--- src/rtl/mips_pkg.sv ---
// Shared types and widths for the memory arbiter: FSM states, requester ids, word geometry.
package mips_pkg;

    localparam int MEM_WORD_W = 32;
    localparam int MEM_BE_W   = MEM_WORD_W / 8;

    typedef enum logic [1:0] {
        ARB_IDLE   = 2'd0,
        ARB_I_BUSY = 2'd1,
        ARB_D_BUSY = 2'd2,
        ARB_RESP   = 2'd3
    } t_arb_state;

    typedef enum logic {
        ARB_SRC_I = 1'b0,
        ARB_SRC_D = 1'b1
    } t_arb_src;

    function automatic t_arb_state busy_state(input t_arb_src src);
        return (src == ARB_SRC_D) ? ARB_D_BUSY : ARB_I_BUSY;
    endfunction

endpackage

--- src/rtl/mem_arbiter_if.sv ---
// Fetch, load/store and backing-memory signals of the arbiter; slave = arbiter view, master = core/memory view.
interface mem_arbiter_if
    import mips_pkg::*;
#(
    parameter int ADDR_W = 32
);

    logic                  i_req;
    logic [ADDR_W-1:0]     i_addr;
    logic                  i_done;
    logic [MEM_WORD_W-1:0] i_rdata;

    logic                  d_req;
    logic                  d_we;
    logic [ADDR_W-1:0]     d_addr;
    logic [MEM_WORD_W-1:0] d_wdata;
    logic [MEM_BE_W-1:0]   d_be;
    logic                  d_done;
    logic [MEM_WORD_W-1:0] d_rdata;

    logic                  m_req;
    logic                  m_we;
    logic [ADDR_W-1:0]     m_addr;
    logic [MEM_WORD_W-1:0] m_wdata;
    logic [MEM_BE_W-1:0]   m_be;
    logic                  m_ack;
    logic [MEM_WORD_W-1:0] m_rdata;

    modport slave (
        input  i_req, i_addr,
        input  d_req, d_we, d_addr, d_wdata, d_be,
        input  m_ack, m_rdata,
        output i_done, i_rdata,
        output d_done, d_rdata,
        output m_req, m_we, m_addr, m_wdata, m_be
    );

    modport master (
        output i_req, i_addr,
        output d_req, d_we, d_addr, d_wdata, d_be,
        output m_ack, m_rdata,
        input  i_done, i_rdata,
        input  d_done, d_rdata,
        input  m_req, m_we, m_addr, m_wdata, m_be
    );

endinterface

--- src/rtl/mem_arbiter_pick.sv ---
// Combinational winner selection between fetch and data requests.
// MEM_ARB_RR_EN: tie goes to the requester not granted last; otherwise data always wins a tie.
module arb_pick
    import mips_pkg::*;
(
    input  logic     i_req,
    input  logic     d_req,
    input  t_arb_src last_grant,
    output t_arb_src winner
);

    always_comb begin
        winner = ARB_SRC_I;
        if (i_req && d_req) begin
`ifdef MEM_ARB_RR_EN
            winner = (last_grant == ARB_SRC_I) ? ARB_SRC_D : ARB_SRC_I;
`else
            winner = ARB_SRC_D;
`endif
        end else if (d_req) begin
            winner = ARB_SRC_D;
        end
    end

`ifndef MEM_ARB_RR_EN
    // Fixed priority has no use for history; keep the port so both builds share one interface.
    logic unused_last_grant;
    assign unused_last_grant = last_grant;
`endif

endmodule

--- src/rtl/mem_arbiter.sv ---
// One-at-a-time arbiter of the shared memory port between fetch and load/store; all outputs registered.
// MEM_ARB_RR_EN selects round-robin tie-breaking (builds the last-grant register); default is data-first.
module mem_arbiter
    import mips_pkg::*;
#(
    parameter int ADDR_W = 32
) (
    input  logic         clk,
    input  logic         rst,
    mem_arbiter_if.slave bus
);

    t_arb_state            state;
    t_arb_src              winner;
    t_arb_src              last_grant;

    logic                  m_req_r;
    logic                  m_we_r;
    logic [ADDR_W-1:0]     m_addr_r;
    logic [MEM_WORD_W-1:0] m_wdata_r;
    logic [MEM_BE_W-1:0]   m_be_r;
    logic                  i_done_r;
    logic                  d_done_r;
    logic [MEM_WORD_W-1:0] i_rdata_r;
    logic [MEM_WORD_W-1:0] d_rdata_r;

    arb_pick u_pick (
        .i_req      (bus.i_req),
        .d_req      (bus.d_req),
        .last_grant (last_grant),
        .winner     (winner)
    );

`ifndef MEM_ARB_RR_EN
    assign last_grant = ARB_SRC_I;
`endif

    always_ff @(posedge clk or posedge rst) begin
        if (rst) begin
            state     <= ARB_IDLE;
            m_req_r   <= 1'b0;
            m_we_r    <= 1'b0;
            m_addr_r  <= '0;
            m_wdata_r <= '0;
            m_be_r    <= '0;
            i_done_r  <= 1'b0;
            d_done_r  <= 1'b0;
            i_rdata_r <= '0;
            d_rdata_r <= '0;
`ifdef MEM_ARB_RR_EN
            last_grant <= ARB_SRC_I;
`endif
        end else begin
            i_done_r <= 1'b0;
            d_done_r <= 1'b0;
            case (state)
                ARB_IDLE: begin
                    if (bus.i_req || bus.d_req) begin
                        m_req_r <= 1'b1;
                        state   <= busy_state(winner);
`ifdef MEM_ARB_RR_EN
                        last_grant <= winner;
`endif
                        if (winner == ARB_SRC_D) begin
                            m_we_r    <= bus.d_we;
                            m_addr_r  <= bus.d_addr;
                            m_wdata_r <= bus.d_wdata;
                            m_be_r    <= bus.d_be;
                        end else begin
                            m_we_r    <= 1'b0;
                            m_addr_r  <= bus.i_addr;
                            m_wdata_r <= '0;
                            m_be_r    <= '1;
                        end
                    end
                end
                ARB_I_BUSY: begin
                    if (bus.m_ack) begin
                        m_req_r   <= 1'b0;
                        i_rdata_r <= bus.m_rdata;
                        i_done_r  <= 1'b1;
                        state     <= ARB_RESP;
                    end
                end
                ARB_D_BUSY: begin
                    if (bus.m_ack) begin
                        m_req_r  <= 1'b0;
                        d_done_r <= 1'b1;
                        state    <= ARB_RESP;
                        // Stores leave the previous load word visible.
                        if (!m_we_r) begin
                            d_rdata_r <= bus.m_rdata;
                        end
                    end
                end
                ARB_RESP: begin
                    state <= ARB_IDLE;
                end
                default: begin
                    state <= ARB_IDLE;
                end
            endcase
        end
    end

    assign bus.m_req   = m_req_r;
    assign bus.m_we    = m_we_r;
    assign bus.m_addr  = m_addr_r;
    assign bus.m_wdata = m_wdata_r;
    assign bus.m_be    = m_be_r;
    assign bus.i_done  = i_done_r;
    assign bus.i_rdata = i_rdata_r;
    assign bus.d_done  = d_done_r;
    assign bus.d_rdata = d_rdata_r;

endmodule

--- src/flat_wrapper.sv ---
// flat-port wrapper written by rule: the top's interface ports become plain ports
module mem_arbiter_flat import mips_pkg::*;
#(
    parameter int ADDR_W = 32
)
  (clk, rst, bus_i_req, bus_i_addr, bus_d_req, bus_d_we, bus_d_addr, bus_d_wdata, bus_d_be, bus_m_ack, bus_m_rdata, bus_i_done, bus_i_rdata, bus_d_done, bus_d_rdata, bus_m_req, bus_m_we, bus_m_addr, bus_m_wdata, bus_m_be);
  mem_arbiter_if #(.ADDR_W(ADDR_W)) bus_i ();
  input  logic clk;
  input  logic rst;
  input wire logic [$bits(bus_i.i_req)-1:0] bus_i_req;
  input wire logic [$bits(bus_i.i_addr)-1:0] bus_i_addr;
  input wire logic [$bits(bus_i.d_req)-1:0] bus_d_req;
  input wire logic [$bits(bus_i.d_we)-1:0] bus_d_we;
  input wire logic [$bits(bus_i.d_addr)-1:0] bus_d_addr;
  input wire logic [$bits(bus_i.d_wdata)-1:0] bus_d_wdata;
  input wire logic [$bits(bus_i.d_be)-1:0] bus_d_be;
  input wire logic [$bits(bus_i.m_ack)-1:0] bus_m_ack;
  input wire logic [$bits(bus_i.m_rdata)-1:0] bus_m_rdata;
  output wire logic [$bits(bus_i.i_done)-1:0] bus_i_done;
  output wire logic [$bits(bus_i.i_rdata)-1:0] bus_i_rdata;
  output wire logic [$bits(bus_i.d_done)-1:0] bus_d_done;
  output wire logic [$bits(bus_i.d_rdata)-1:0] bus_d_rdata;
  output wire logic [$bits(bus_i.m_req)-1:0] bus_m_req;
  output wire logic [$bits(bus_i.m_we)-1:0] bus_m_we;
  output wire logic [$bits(bus_i.m_addr)-1:0] bus_m_addr;
  output wire logic [$bits(bus_i.m_wdata)-1:0] bus_m_wdata;
  output wire logic [$bits(bus_i.m_be)-1:0] bus_m_be;
  assign bus_i.i_req = bus_i_req;
  assign bus_i.i_addr = bus_i_addr;
  assign bus_i.d_req = bus_d_req;
  assign bus_i.d_we = bus_d_we;
  assign bus_i.d_addr = bus_d_addr;
  assign bus_i.d_wdata = bus_d_wdata;
  assign bus_i.d_be = bus_d_be;
  assign bus_i.m_ack = bus_m_ack;
  assign bus_i.m_rdata = bus_m_rdata;
  assign bus_i_done = bus_i.i_done;
  assign bus_i_rdata = bus_i.i_rdata;
  assign bus_d_done = bus_i.d_done;
  assign bus_d_rdata = bus_i.d_rdata;
  assign bus_m_req = bus_i.m_req;
  assign bus_m_we = bus_i.m_we;
  assign bus_m_addr = bus_i.m_addr;
  assign bus_m_wdata = bus_i.m_wdata;
  assign bus_m_be = bus_i.m_be;
  mem_arbiter #(.ADDR_W(ADDR_W)) u_core (.clk(clk), .rst(rst), .bus(bus_i));
endmodule
--- config.mk ---
export PLATFORM = sky130hd
export DESIGN_NAME = mem_arbiter_flat
export DESIGN_NICKNAME = d
export VERILOG_FILES = /design/src/rtl/mips_pkg.sv /design/src/rtl/mem_arbiter_if.sv /design/src/rtl/mem_arbiter_pick.sv /design/src/rtl/mem_arbiter.sv /design/src/flat_wrapper.sv
export SDC_FILE = /design/constraint.sdc
export NUM_CORES = 1
export LEC_CHECK = 0
export BUFFER_PORTS_ARGS = -buffer_cell sky130_fd_sc_hd__buf_2
export CELL_PAD_IN_SITES_DETAIL_PLACEMENT = 0
export CELL_PAD_IN_SITES_GLOBAL_PLACEMENT = 2
export CORE_MARGIN = 3
export CORE_UTILIZATION = 25
export DETAILED_ROUTE_END_ITERATION = 6
export PLACE_DENSITY = 0.77
export RECOVER_POWER = 50
export SYNTH_ARGS = -nofsm -noshare
export SYNTH_HDL_FRONTEND = slang
export SYNTH_HIERARCHICAL = 1
export SYNTH_SLANG_ARGS = --single-unit
--- constraint.sdc ---
create_clock -name clk -period 4.45 [get_ports clk]
set_input_delay 0.6675 -clock clk [delete_from_list [all_inputs] [get_ports clk]]
set_output_delay 0.6675 -clock clk [all_outputs]
set_load 0.005 [all_outputs]
==> metrics <==
Leak 4.16 nW; Setup crit end kind register; number of violations reported at the end of detailed-routing iteration 0 143; DRC violations left 0; violated checks capacitance limit, slew limit; post-placement setup slack 2.01 ns; Avg Vias per Cell 4.18; worst slack on hold paths 0.409 ns; synthesized area per cell 12.3 sq um; Critical Setup Path Class register to register; Worst Path Arrival 3.01 ns; clk_lat worst skew 0.42 ns; Die Span Y 157 um; die boundary width 157 um; Crit path largest cell delay 1.47 ns; Critical Path Source Type register; DRT Wirelength 16100 um; via count of the first global-routing pass 4444; final number of hold-violating endpoints 0; final worst-path cycle share 61.2%; count of warnings emitted by yosys 6; level count of the clock H-tree 4; setup repair after global routing missed its margin no; remaining antenna violation count 0; total grt overflow 0; worst voltage drop across the vdd grid 0.234 mV; global-route wire length before repair 24500 um; Cell Pwr Density 711 nW/um^2; Core Region 22100 sq um; gate family responsible for the most delay along the worst path buffers and inverters; number of I/O port buffers 273; std cell rows 54; share of layout cells above drive strength 1 44.8%; Worst Slack Setup Final 1.73 ns; post-route total power 5.60 mW; antenna violations before repair 0; maximum net fanout on the critical path 33; starting utilization of the core area 25.7%; count of inserted antenna diode cells 0; Final Setup Violations 0; post-placement cell count 992; final net count 873; summed instance area of the synthesized netlist 5680 sq um; DRT Pass-1 Iters 4; number of buffers created by CTS 17; non-filler cells, final 1024; highest attainable clock frequency 367 MHz; cell type of the slowest stage on the worst timing path sky130_fd_sc_hd__clkbuf_1; Total Die Area 24600 sq um; final cell area excluding filler cells 7870 sq um; path category of the worst min-delay check input port to asynchronous set/reset pin; instance area after placement 7320 sq um; leading cell type in the layout, fill and taps excluded sky130_fd_sc_hd__buf_2; final critical path time including I/O delays and setup 2.72 ns; accumulated negative setup slack 0 ns; IO Count 274; count of pins over their slew limit 90; Routed wire per std cell 15.7 um; Layout Utilization 35.6%; most frequent cells in the layout 227 x sky130_fd_sc_hd__buf_2, 138 x sky130_fd_sc_hd__dfrtp_1, 100 x sky130_fd_sc_hd__nand2_1; number of resized instances in the post-cts repair step 0; Final GP Congestion 0.722; Via Count 4283; cell at the root of the clock tree sky130_fd_sc_hd__clkbuf_16; transition time of the tightest slew-check pin 2.07 ns; growth of design area from synthesis to finish 38.6%; total global-route track usage 12.9%; clock-pin slew reported for the worst setup and hold paths after clock tree synthesis 0.06 ns; data required time at the worst endpoint 4.74 ns; Mapped Nets 604; TritonCTS clock tree done; sinks on the clock net 138; buffer depth of the longest clock path 2; remaining max-slew budget at the tightest pin -37.9%; largest net degree at the start of global routing 87; number of max-cap violations 3; status complete, but fails checks; dpl hpwl 11600 um; number of setup buffers added after CTS 0; crit path cell chain inv_1 -> ha_1 -> nand2_1 -> clkbuf_1 -> mux2_2; Buffers & Inverters on Critical Path 2; post-synthesis instance total 462; Clock Skew 0.0104 ns; # hold bufs at CTS 0
-- registers in the layout, summed over array words and instances, names as in the netlist --
| signal | count |
|---|---|
| u_core/bus.i_done | 1 |
| u_core/bus.m_addr | 32 |
| u_core/bus.m_wdata | 32 |
| u_core/bus.d_rdata | 32 |
| u_core/state | 2 |
| u_core/bus.m_be | 4 |
| u_core/bus.m_we | 1 |
| u_core/bus.d_done | 1 |
| u_core/bus.m_req | 1 |
| u_core/bus.i_rdata | 32 |
-- worst paths after layout --
path,start,to,slack (ns),cells after the start
max,u_core/state[1],u_core/bus.i_rdata[11],1.73,5
min,rst,u_core/bus.m_wdata[20],0.41,2
max reg2reg,u_core/state[1],u_core/bus.i_rdata[11],1.73,5
min reg2reg,u_core/bus.m_wdata[23],u_core/bus.m_wdata[23],0.46,2
max in group asynchronous,rst,u_core/bus.m_wdata[27],2.05,3
min in group clk,u_core/bus.m_wdata[23],u_core/bus.m_wdata[23],0.46,2
-- area by class of cell --
| class | instances | area, sq um |
|---|---|---|
| Clock inverter | 14 | 179 |
| Tap cell | 280 | 350 |
| Multi-Input combinational cell | 286 | 2050 |
| Timing Repair Buffer | 280 | 1370 |
| Clock buffer | 18 | 439 |
| Inverter | 8 | 35.0 |
| Sequential cell | 138 | 3450 |
| Fill cell | 2296 | 14200 |
-- routing by layer --
layer / up-vias / track usage [%] / wire, um / share of wire [%]
li1: 2096 / - / - / -
met1: 1999 / 16.2 / 7060 / 44
met2: 174 / 21.2 / 7760 / 48
met3: 14 / 4.34 / 1110 / 6.9
met4: 0 / 3.79 / 194 / 1.2
met5: - / 0 / 0 / 0
-- worst reg2reg max path, delay by kind of cell, from the launching register on --
kind	cells	cell delay (ns)
adder cells (fa/ha/maj)	1	0.18
buffers and inverters	2	1.55
flip-flops	1	0.35
multiplexers	1	0.47
AND/OR/NAND/NOR	1	0.05
-- power by group --
group / leakage [nW] / total, mW / switching (mW) / internal (mW)
combinational: 2.17 / 1.93 / 0.931 / 0.995
sequential: 1.69 / 2.20 / 0.316 / 1.88
clock: 0.303 / 1.48 / 0.608 / 0.870
No activity file was read; power rests on OpenSTA's default activity.
